$ cat config.mk
export PLATFORM = sky130hd
export DESIGN_NAME = freq_meas_sched
export DESIGN_NICKNAME = d
export VERILOG_FILES = /design/src/rtl/freq_meas_pkg.sv /design/src/rtl/rr_arbiter.sv /design/src/rtl/freq_meas_sched.sv
export SDC_FILE = /design/constraint.sdc
export NUM_CORES = 1
export LEC_CHECK = 0
export ABC_CLOCK_PERIOD_IN_PS = 2050
export CAP_MARGIN = 20
export CORE_MARGIN = 2
export CORE_UTILIZATION = 32
export CTS_CLUSTER_SIZE = 40
export DETAILED_ROUTE_END_ITERATION = 12
export SLEW_MARGIN = 15
export SYNTH_ARGS = -nofsm -noshare
export SYNTH_HDL_FRONTEND = slang
export SYNTH_SLANG_ARGS = --single-unit
$ cat constraint.sdc
create_clock -name clk -period 2.05 [get_ports clk]
set_clock_uncertainty 0.05 [all_clocks]
set_input_delay 0.3075 -clock clk [delete_from_list [all_inputs] [get_ports clk]]
set_output_delay 0.3075 -clock clk [all_outputs]
set_load 0.02 [all_outputs]
$ cat src/rtl/freq_meas_pkg.sv
// Shared types and helpers for the period meter: FSM state encoding, channel index width, all-ones constants.
package freq_meas_pkg;

  typedef enum logic [1:0] {IDLE, ARM, COUNT, DONE} state_t;

  function automatic int ch_w(input int n);
    return (n > 1) ? $clog2(n) : 1;
  endfunction

  // Valid for widths up to 32; the cycle counter never gets close to that.
  function automatic logic [31:0] all_ones(input int w);
    return (w >= 32) ? 32'hffff_ffff : ((32'd1 << w) - 32'd1);
  endfunction

endpackage

$ cat src/rtl/rr_arbiter.sv
// Circular priority search: first set req bit at or after ptr, purely combinational (0 cycles).
// No backpressure; the caller decides when to sample grant.
module rr_arbiter
  import freq_meas_pkg::*;
#(
  parameter int NCH = 4
) (
  input  logic [NCH-1:0]         req,
  input  logic [ch_w(NCH)-1:0]   ptr,
  output logic [ch_w(NCH)-1:0]   grant,
  output logic                   any
);

  localparam int CHW = ch_w(NCH);

  logic [2*NCH-1:0] dbl;
  logic [NCH-1:0]   rot;
  logic [CHW:0]     off;
  logic [CHW:0]     sum;

  // Rotate so that bit 0 of rot is req[ptr]; the lowest set bit is then the winner.
  assign dbl = {req, req};
  assign rot = NCH'(dbl >> ptr);
  assign any = |rot;

  always_comb begin
    off = '0;
    for (int i = NCH - 1; i >= 0; i--) begin
      if (rot[i]) off = (CHW+1)'(i);
    end
  end

  assign sum   = {1'b0, ptr} + off;
  assign grant = (sum >= (CHW+1)'(NCH)) ? CHW'(sum - (CHW+1)'(NCH)) : sum[CHW-1:0];

endmodule

$ cat src/rtl/freq_meas_sched.sv
// Round-robin shared period meter: averages 2^AVG_LOG2 rising-edge periods of the granted channel.
// Result one cycle after the terminating edge; requesters hold req until done, dropping it aborts.
module freq_meas_sched
  import freq_meas_pkg::*;
#(
  parameter int NCH      = 4,
  parameter int CNT_W    = 16,
  parameter int AVG_LOG2 = 2
) (
  input  logic                  clk,
  input  logic                  rst,
  input  logic [NCH-1:0]        req,
  input  logic [NCH-1:0]        sig,
  output logic                  busy,
  output logic [ch_w(NCH)-1:0]  grant_ch,
  output logic                  done,
  output logic [ch_w(NCH)-1:0]  done_ch,
  output logic [CNT_W-1:0]      period,
  output logic                  timeout
);

  localparam int CHW = ch_w(NCH);
  localparam int CW  = CNT_W + AVG_LOG2;
  localparam int ECW = (AVG_LOG2 > 0) ? AVG_LOG2 : 1;
  localparam logic [CW-1:0]  CYC_MAX = CW'(all_ones(CW));
  localparam logic [ECW-1:0] ELAST   = ECW'((1 << AVG_LOG2) - 1);

  state_t           state, state_n;
  logic [CHW-1:0]   rr_ptr, ptr_n, grant_n, done_ch_n;
  logic [CHW-1:0]   arb_grant;
  logic             arb_any;
  logic             sig_d, sig_d_n, sig_cur, edge_det;
  logic [CW-1:0]    cyc, cyc_n;
  logic [ECW-1:0]   ecnt, ecnt_n;
  logic [CNT_W-1:0] period_n;
  logic             timeout_n;

  rr_arbiter #(.NCH(NCH)) u_arb (
    .req   (req),
    .ptr   (rr_ptr),
    .grant (arb_grant),
    .any   (arb_any)
  );

  assign sig_cur  = sig[grant_ch];
  assign edge_det = sig_cur & ~sig_d;
  assign busy     = (state != IDLE);
  assign done     = (state == DONE);

  always_comb begin
    state_n   = state;
    ptr_n     = rr_ptr;
    grant_n   = grant_ch;
    done_ch_n = done_ch;
    sig_d_n   = sig_cur;
    cyc_n     = cyc;
    ecnt_n    = ecnt;
    period_n  = period;
    timeout_n = timeout;
    case (state)
      IDLE: begin
        // Preload with the winner's level so an already-high signal is not seen as an edge.
        sig_d_n = sig[arb_grant];
        if (arb_any) begin
          grant_n = arb_grant;
          ptr_n   = (arb_grant == CHW'(NCH - 1)) ? '0 : arb_grant + 1'b1;
          cyc_n   = '0;
          ecnt_n  = '0;
          state_n = ARM;
        end
      end
      ARM: begin
        if (!req[grant_ch]) begin
          state_n = IDLE;
        end else if (edge_det) begin
          cyc_n   = CW'(1);
          ecnt_n  = '0;
          state_n = COUNT;
        end else if (cyc == CYC_MAX) begin
          period_n  = '1;
          timeout_n = 1'b1;
          done_ch_n = grant_ch;
          state_n   = DONE;
        end else begin
          cyc_n = cyc + 1'b1;
        end
      end
      COUNT: begin
        if (!req[grant_ch]) begin
          state_n = IDLE;
        end else if (edge_det && (ecnt == ELAST)) begin
          period_n  = CNT_W'(cyc >> AVG_LOG2);
          timeout_n = 1'b0;
          done_ch_n = grant_ch;
          state_n   = DONE;
        end else if (cyc == CYC_MAX) begin
          period_n  = '1;
          timeout_n = 1'b1;
          done_ch_n = grant_ch;
          state_n   = DONE;
        end else begin
          cyc_n = cyc + 1'b1;
          if (edge_det) ecnt_n = ecnt + 1'b1;
        end
      end
      DONE: begin
        state_n = IDLE;
      end
      default: begin
        state_n = IDLE;
      end
    endcase
  end

  always_ff @(posedge clk or posedge rst) begin
    if (rst) begin
      state    <= IDLE;
      rr_ptr   <= '0;
      grant_ch <= '0;
      done_ch  <= '0;
      sig_d    <= 1'b0;
      cyc      <= '0;
      ecnt     <= '0;
      period   <= '0;
      timeout  <= 1'b0;
    end else begin
      state    <= state_n;
      rr_ptr   <= ptr_n;
      grant_ch <= grant_n;
      done_ch  <= done_ch_n;
      sig_d    <= sig_d_n;
      cyc      <= cyc_n;
      ecnt     <= ecnt_n;
      period   <= period_n;
      timeout  <= timeout_n;
    end
  end

endmodule

Yosys cells after proc, flatten, opt, wreduce, memory -nomap -nowiden
Index checks and enable logic that the tools add are counted.
- memory bits (read-only): 0
- bits in latches: 0
- memories: 0
- bits in registers: 46
- bits of input ports: 10
- memory bits (writable): 0
- output and inout port bits: 23
- $mul: 0
- eq/ne operators: 14
- muxes and demuxes: 53
- $lt $le $gt $ge: 3
- bitwise gates (word level): 2
- reductions and logical operators: 10
- shift operators: 1
- $add $sub $neg: 5
- divide/modulo/power cells: 0
- operators with widths (operator ; number):
    $mux 18 ; 6
    $mux 16 ; 5
    $pmux 18 s3 ; 1
    $mux 2 ; 24
    $pmux 16 s2 ; 1
    $add 18x1->18 const B ; 1
    $eq 18x18->1 const B ; 1
    $ne 2x2->1 const B ; 8
    $mux 1 ; 9
    $eq 2x2->1 const B ; 4
    $pmux 2 s4 ; 1
    $reduce_and 8->1 ; 1
    $shr 8x2->4 ; 1
    $bmux 1 s2 ; 3
    $lt 2x3->1 const B ; 2
    $pmux 2 s3 ; 1
    $reduce_and 5->1 ; 1
    $add 2x1->2 const B ; 2
    $pmux 2 s2 ; 1
    $reduce_and 4->1 ; 1
    $reduce_bool 2->1 ; 2
    $reduce_or 4->1 ; 1
    $add 2x2->3 ; 1
    $ge 3x3->1 const B ; 1
    9 further kinds ; 9

Logic depth before layout (Yosys ltp)
- depth after elaboration: 11
- depth in mapped cells: 10
- depth with buffers taken out: 9

By module
A second synthesis with hierarchy kept.
- cell total of the unflattened synthesis: 260
- area total of the unflattened synthesis: 2713.9 µm²
- modules (own cells, without submodules) (module ; seq. area each (µm²) ; cells each ; times used ; area each (µm²)):
    freq_meas_sched ; 1151.1 ; 237 ; 1 ; 2533.7
    rr_arbiter ; 0.0 ; 23 ; 1 ; 180.2

Least setup slack after synthesis
Ideal clock, no wire load.
- path type: reg-to-reg
- start: register state[0]
- end: register done_ch[0]
- path buffers: 2
- cell stages (with the launch flop): 10
- setup slack: -0.205 ns
- library setup time: 0.125 ns
- arrival time: 2.081 ns
- cell sequence: dfrtp_1 inv_1 ha_1 clkbuf_1 nand2_1 or3b_4 o21ai_2 and3b_1 buf_6 mux2_2
- word-level cells in the longest chain between the ends: 3
- elaborated cells between the ends (all ways): 8
- those cells by class: eq/ne: 5; mux: 1; reduce/logical: 2
- RTL lines (element ; RTL line ; text):
    start, declared ; freq_meas_sched.sv:28 ; state_t state, state_n;
    start signal, assigned ; freq_meas_sched.sv:127 ; state <= state_n;
    $eq 2x1->1 / $eq 2x2->1 (equally long branches) ; freq_meas_sched.sv:60 ; case (state)
    $ne 2x2->1 (no line) / $reduce_bool 2->1 (equally long branches) ; - ;
    $reduce_and 4->1 (no line) ; - ;
    end signal, assigned ; freq_meas_sched.sv:130 ; done_ch <= done_ch_n;
    end, declared ; freq_meas_sched.sv:17 ; output logic [ch_w(NCH)-1:0] done_ch,
Several ways; a longest one is shown, not always the timed one.
A chain may end at the register's enable or synchronous reset.

Final worst setup path
- start: register grant_ch[0]
- end: register cyc[3]
- word-level cells in the longest chain between the ends: 6
- elaborated cells between the ends (all ways): 13
- those cells by class: eq/ne: 3; mux: 7; bitwise: 1; reduce/logical: 2
- RTL lines (element ; RTL line ; text):
    start, declared ; freq_meas_sched.sv:15 ; output logic [ch_w(NCH)-1:0] grant_ch,
    start signal, assigned ; freq_meas_sched.sv:129 ; grant_ch <= grant_n;
    $bmux 1 s2 ; freq_meas_sched.sv:45 ; assign sig_cur = sig[grant_ch];
    $mux 1 (implied by the code) ; freq_meas_sched.sv:45 ;
    $and 1x1->1 ; freq_meas_sched.sv:46 ; assign edge_det = sig_cur & ~sig_d;
    $mux 18 / $logic_and 1x1->1 (equally long branches) ; freq_meas_sched.sv:75, freq_meas_sched.sv:91 ;
    $mux 18 / $ne 2x2->1 (equally long branches) ; - ;
    $pmux 18 s3 / $reduce_and 5->1 (equally long branches) ; - ;
    end signal, assigned ; freq_meas_sched.sv:132 ; cyc <= cyc_n;
    end, declared ; freq_meas_sched.sv:33 ; logic [CW-1:0] cyc, cyc_n;
Several ways; a longest one is shown, not always the timed one. The select of a mux whose other input is x is not followed.

==> reports/results.tsv <==
stage	metric	value	unit
status	status	finished, violations left	
status	failing checks	setup timing	
detailed_routing	DRC Markers	0	
power_and_ir_drop	Psw	1518	uW
power_and_ir_drop	clock power share	14.0	%
finish	Antenna Cells	0	
finish	post-route insts no fill	446	
placed_design	DPL Wire Length	4643	um
timing	Tcrit/Tclk final	104.9	%
critical_path	worst r2r src	grant_ch[0]	
cts	Root Driver	clkbuf_8	
cts	H-tree depth	2	
global_route	met2 usage	28.86	%
yosys	post-synthesis cell area	2542	um^2
global_route	largest net degree at the start of global routing	30	
critical_path	Crit path required time	2.20	ns
timing	RSZ-0062 raised after global routing	true	
yosys	Yosys reg bits	46	
finish	post-layout util	48.72	%
power_and_ir_drop	Peak VDD IR	0.8466	mV
power_and_ir_drop	Pwr Density	1108	nW/um^2
cts	CTS sink count	46	
global_route	first-pass GRT wire length	11030	um
timing	Worst Max-Slew Pin Slew	0.4031	ns
flow_run	# Max-Cap Violations	0	
global_route	GR peak layer	met2	
yosys	Mapped Nets	267	
power_and_ir_drop	Seq pwr share	26.4	%
critical_path	Worst EP arrival	2.30	ns
global_route	GRT Residual Overflow	0	
yosys	ys async rst share	100.0	%
floorplanning	core area	7727	um^2
floorplanning	# rows	32	
detailed_routing	vias per inst	5.054	
power_and_ir_drop	Final Power	4171	uW
yosys	number of flops mapped to enable cells by yosys	0	
cts	CTS tree	yes	
floorplanning	Initial Utilization	32.90	%
floorplanning	die area	8674	um^2
yosys	Post-synth top flop	dfrtp_1	
placed_design	IO buf count	32	
cts	Worst-path clk slew	0.09	ns
finish	Layout area overhead	48.08	%
critical_path	crit path max fanout	7	
critical_path	Reg2Reg Capture Point	cyc[3]	
critical_path	startpoint types	flop	
hold_path	worst hold path class	in2async	
power_and_ir_drop	design internal power	2653	uW
cts	maximum clock insertion buffer count	2	
power_and_ir_drop	Lkg Pwr	0.001623	uW
global_route	overall global routing resource usage	15.72	%
floorplanning	Ports	33	
detailed_routing	final wirelength	6293	um
detailed_routing	WL/cell	14.11	um
timing	final hold violations	0	
timing	min Tclk post-route	2.150	ns
global_route	met3 usage	2.981	%
global_route	met1 Usage GRT	18.91	%
placed_design	post-place setup slack	-0.6175	ns
power_and_ir_drop	sw frac	36.40	%
power_and_ir_drop	Comb power frac	59.6	%
global_route	vias in the first global route	2394	
finish	fillers	717	
finish	layout cells sized above 1	33.72	%
placed_design	RePlAce Congestion	0.8111	
yosys	Synth Instances	249	
floorplanning	Die W	93.14	um
critical_path	worst reg2reg setup slack	-0.1	ns
timing	Slew HR	73.09	%
yosys	post-synth top area share	45.28	%
critical_path	WS Path Type	reg2reg	
cts	Post-CTS Hold Buffers	0	
yosys	Yosys warning count	0	
yosys	post-synth cell types	50	
cts	clk_lat worst skew	0.30	ns
cts	TritonCTS Buffers	5	
placed_design	placed cells	426	
timing	Final setup violation count	34	
yosys	Synth top cells by count	dfrtp_1 (46), nor2_1 (22), nand2_1 (18), o22a_1 (17), inv_1 (15)	
yosys	post-synthesis sequential area ratio	45.28	%
yosys	area leader, netlist	dfrtp_1	
detailed_routing	Final ANT Viol Nets	0	
yosys	most frequent cell after synthesis	dfrtp_1	
detailed_routing	total number of vias	2254	
global_route	initial antenna violation count	0	
yosys	Synth area leaders	dfrtp_1 (45%), o22a_1 (5.9%), xnor2_1 (4.8%), ha_1 (3.9%), nor2_1 (3.2%)	
detailed_routing	Initial DRC Count	70	
critical_path	crit path capture type	flop	
timing	Fmax	0.4651	GHz
finish	nets	361	
timing	Slew Viols, Final	0	
timing	post-route setup slack	-0.09999	ns
floorplanning	Die H	93.14	um
yosys	Avg Synthesized Cell Area	10.21	um^2
critical_path	Worst Reg2Reg Path Length in Cells	8	
detailed_routing	TritonRoute pass-1 iters	4	
worst max-delay path, stage by stage, from the launching register on:
cell and delay [ns]:
dfrtp_2 0.41, buf_6 0.11, mux4_2 0.55, o221a_4 0.33, o211ai_4 0.16, buf_4 0.18, nor3_2 0.04, xnor2_1 0.15
nor2_1 0.06
sequential cells by signal, summed over array words and instances, names as in the netlist:
register / flops
cyc: 18
period: 16
done_ch: 2
ecnt: 2
grant_ch: 2
rr_ptr: 2
state: 2
sig_d: 1
timeout: 1
per-layer routing:
metal	vias up	wire length, um	share of wire (%)
met1	1112	2649	42
li1	1088	-	-
met3	7	226	3.6
met2	47	3351	53
met5	-	0	0
met4	0	65	1.0
power groups by stage:
| stage | registers [uW] | clock network [uW] | logic [uW] |
|---|---|---|---|
| 2_1_floorplan | 1100 | 0 | 1220 |
| 3_3_place_gp | 1110 | 0 | 2060 |
| 3_5_place_dp | 1110 | 0 | 2100 |
| 4_1_cts | 1100 | 600 | 2300 |
| 5_1_grt | 1120 | 642 | 2680 |
| 6_report | 1100 | 585 | 2490 |
through the flow:
step	setup TNS [ns]	cell area, um^2	hold WS [ns]
after floorplan	-0.7785	2594	0.4259
after global placement	-17.77	3417	0.4422
after detailed placement	-18.86	3417	0.4468
after CTS	-1.959	3650	0.2726
after global routing	-5.725	3765	0.3007
final	-2.332	3765	0.2510
cells by family after synthesis:
kind of cell	share of synthesized area [%]
simple gates	17.27
compound gates	18.06
flops	45.28
buf+inv	4.478
xor+xnor	4.823
mux	6.152
fa+ha+maj	3.937
worst max path at each step:
stage / startpoint / to / slack [ns] / depth (start not counted)
after floorplan: grant_ch[0] / done_ch[0] / -0.07 / 6
after global placement: req[3] / sig_d / -0.58 / 9
after detailed placement: req[3] / sig_d / -0.62 / 9
after CTS: grant_ch[0] / cyc[11] / -0.10 / 6
after global routing: grant_ch[0] / period[6] / -0.19 / 6
final: grant_ch[0] / cyc[3] / -0.1 / 8
final cells by class:
cell class | instances | area [um^2] | share of cell area (%)
clock buffer | 6 | 82.58 | 2.193
clock inverter | 2 | 12.51 | 0.3323
inverter | 15 | 56.30 | 1.496
multi-input combinational | 179 | 1456 | 38.68
sequential | 46 | 1154 | 30.64
tap | 102 | 127.6 | 3.390
timing repair buffer | 96 | 875.8 | 23.26
cells in the final DEF (no fill, tap or decap), types with 4 or more instances in the layout:
master,Yosys,routed
buf_4,0,54
dfrtp_1,46,44
clkdlybuf4s50_1,0,26
nor2_1,22,22
nand2_1,18,18
o22a_1,17,17
inv_1,15,13
xnor2_1,14,11
o21ai_0,13,10
nand3_1,8,8
a21oi_1,11,8
ha_1,8,7
clkbuf_8,0,6
nor3_1,8,5
dlygate4sd2_1,0,5
buf_6,1,5
buf_12,0,5
mux2_4,0,4
mux2i_1,4,4
timing repair:
item                       CTS  global route
setup endpoints to repair   41            40
hold endpoints to repair     0             0
resized for setup           26            17
setup buffers                7             5
pin swaps                   12             9
(Power assumes the default switching activity.)
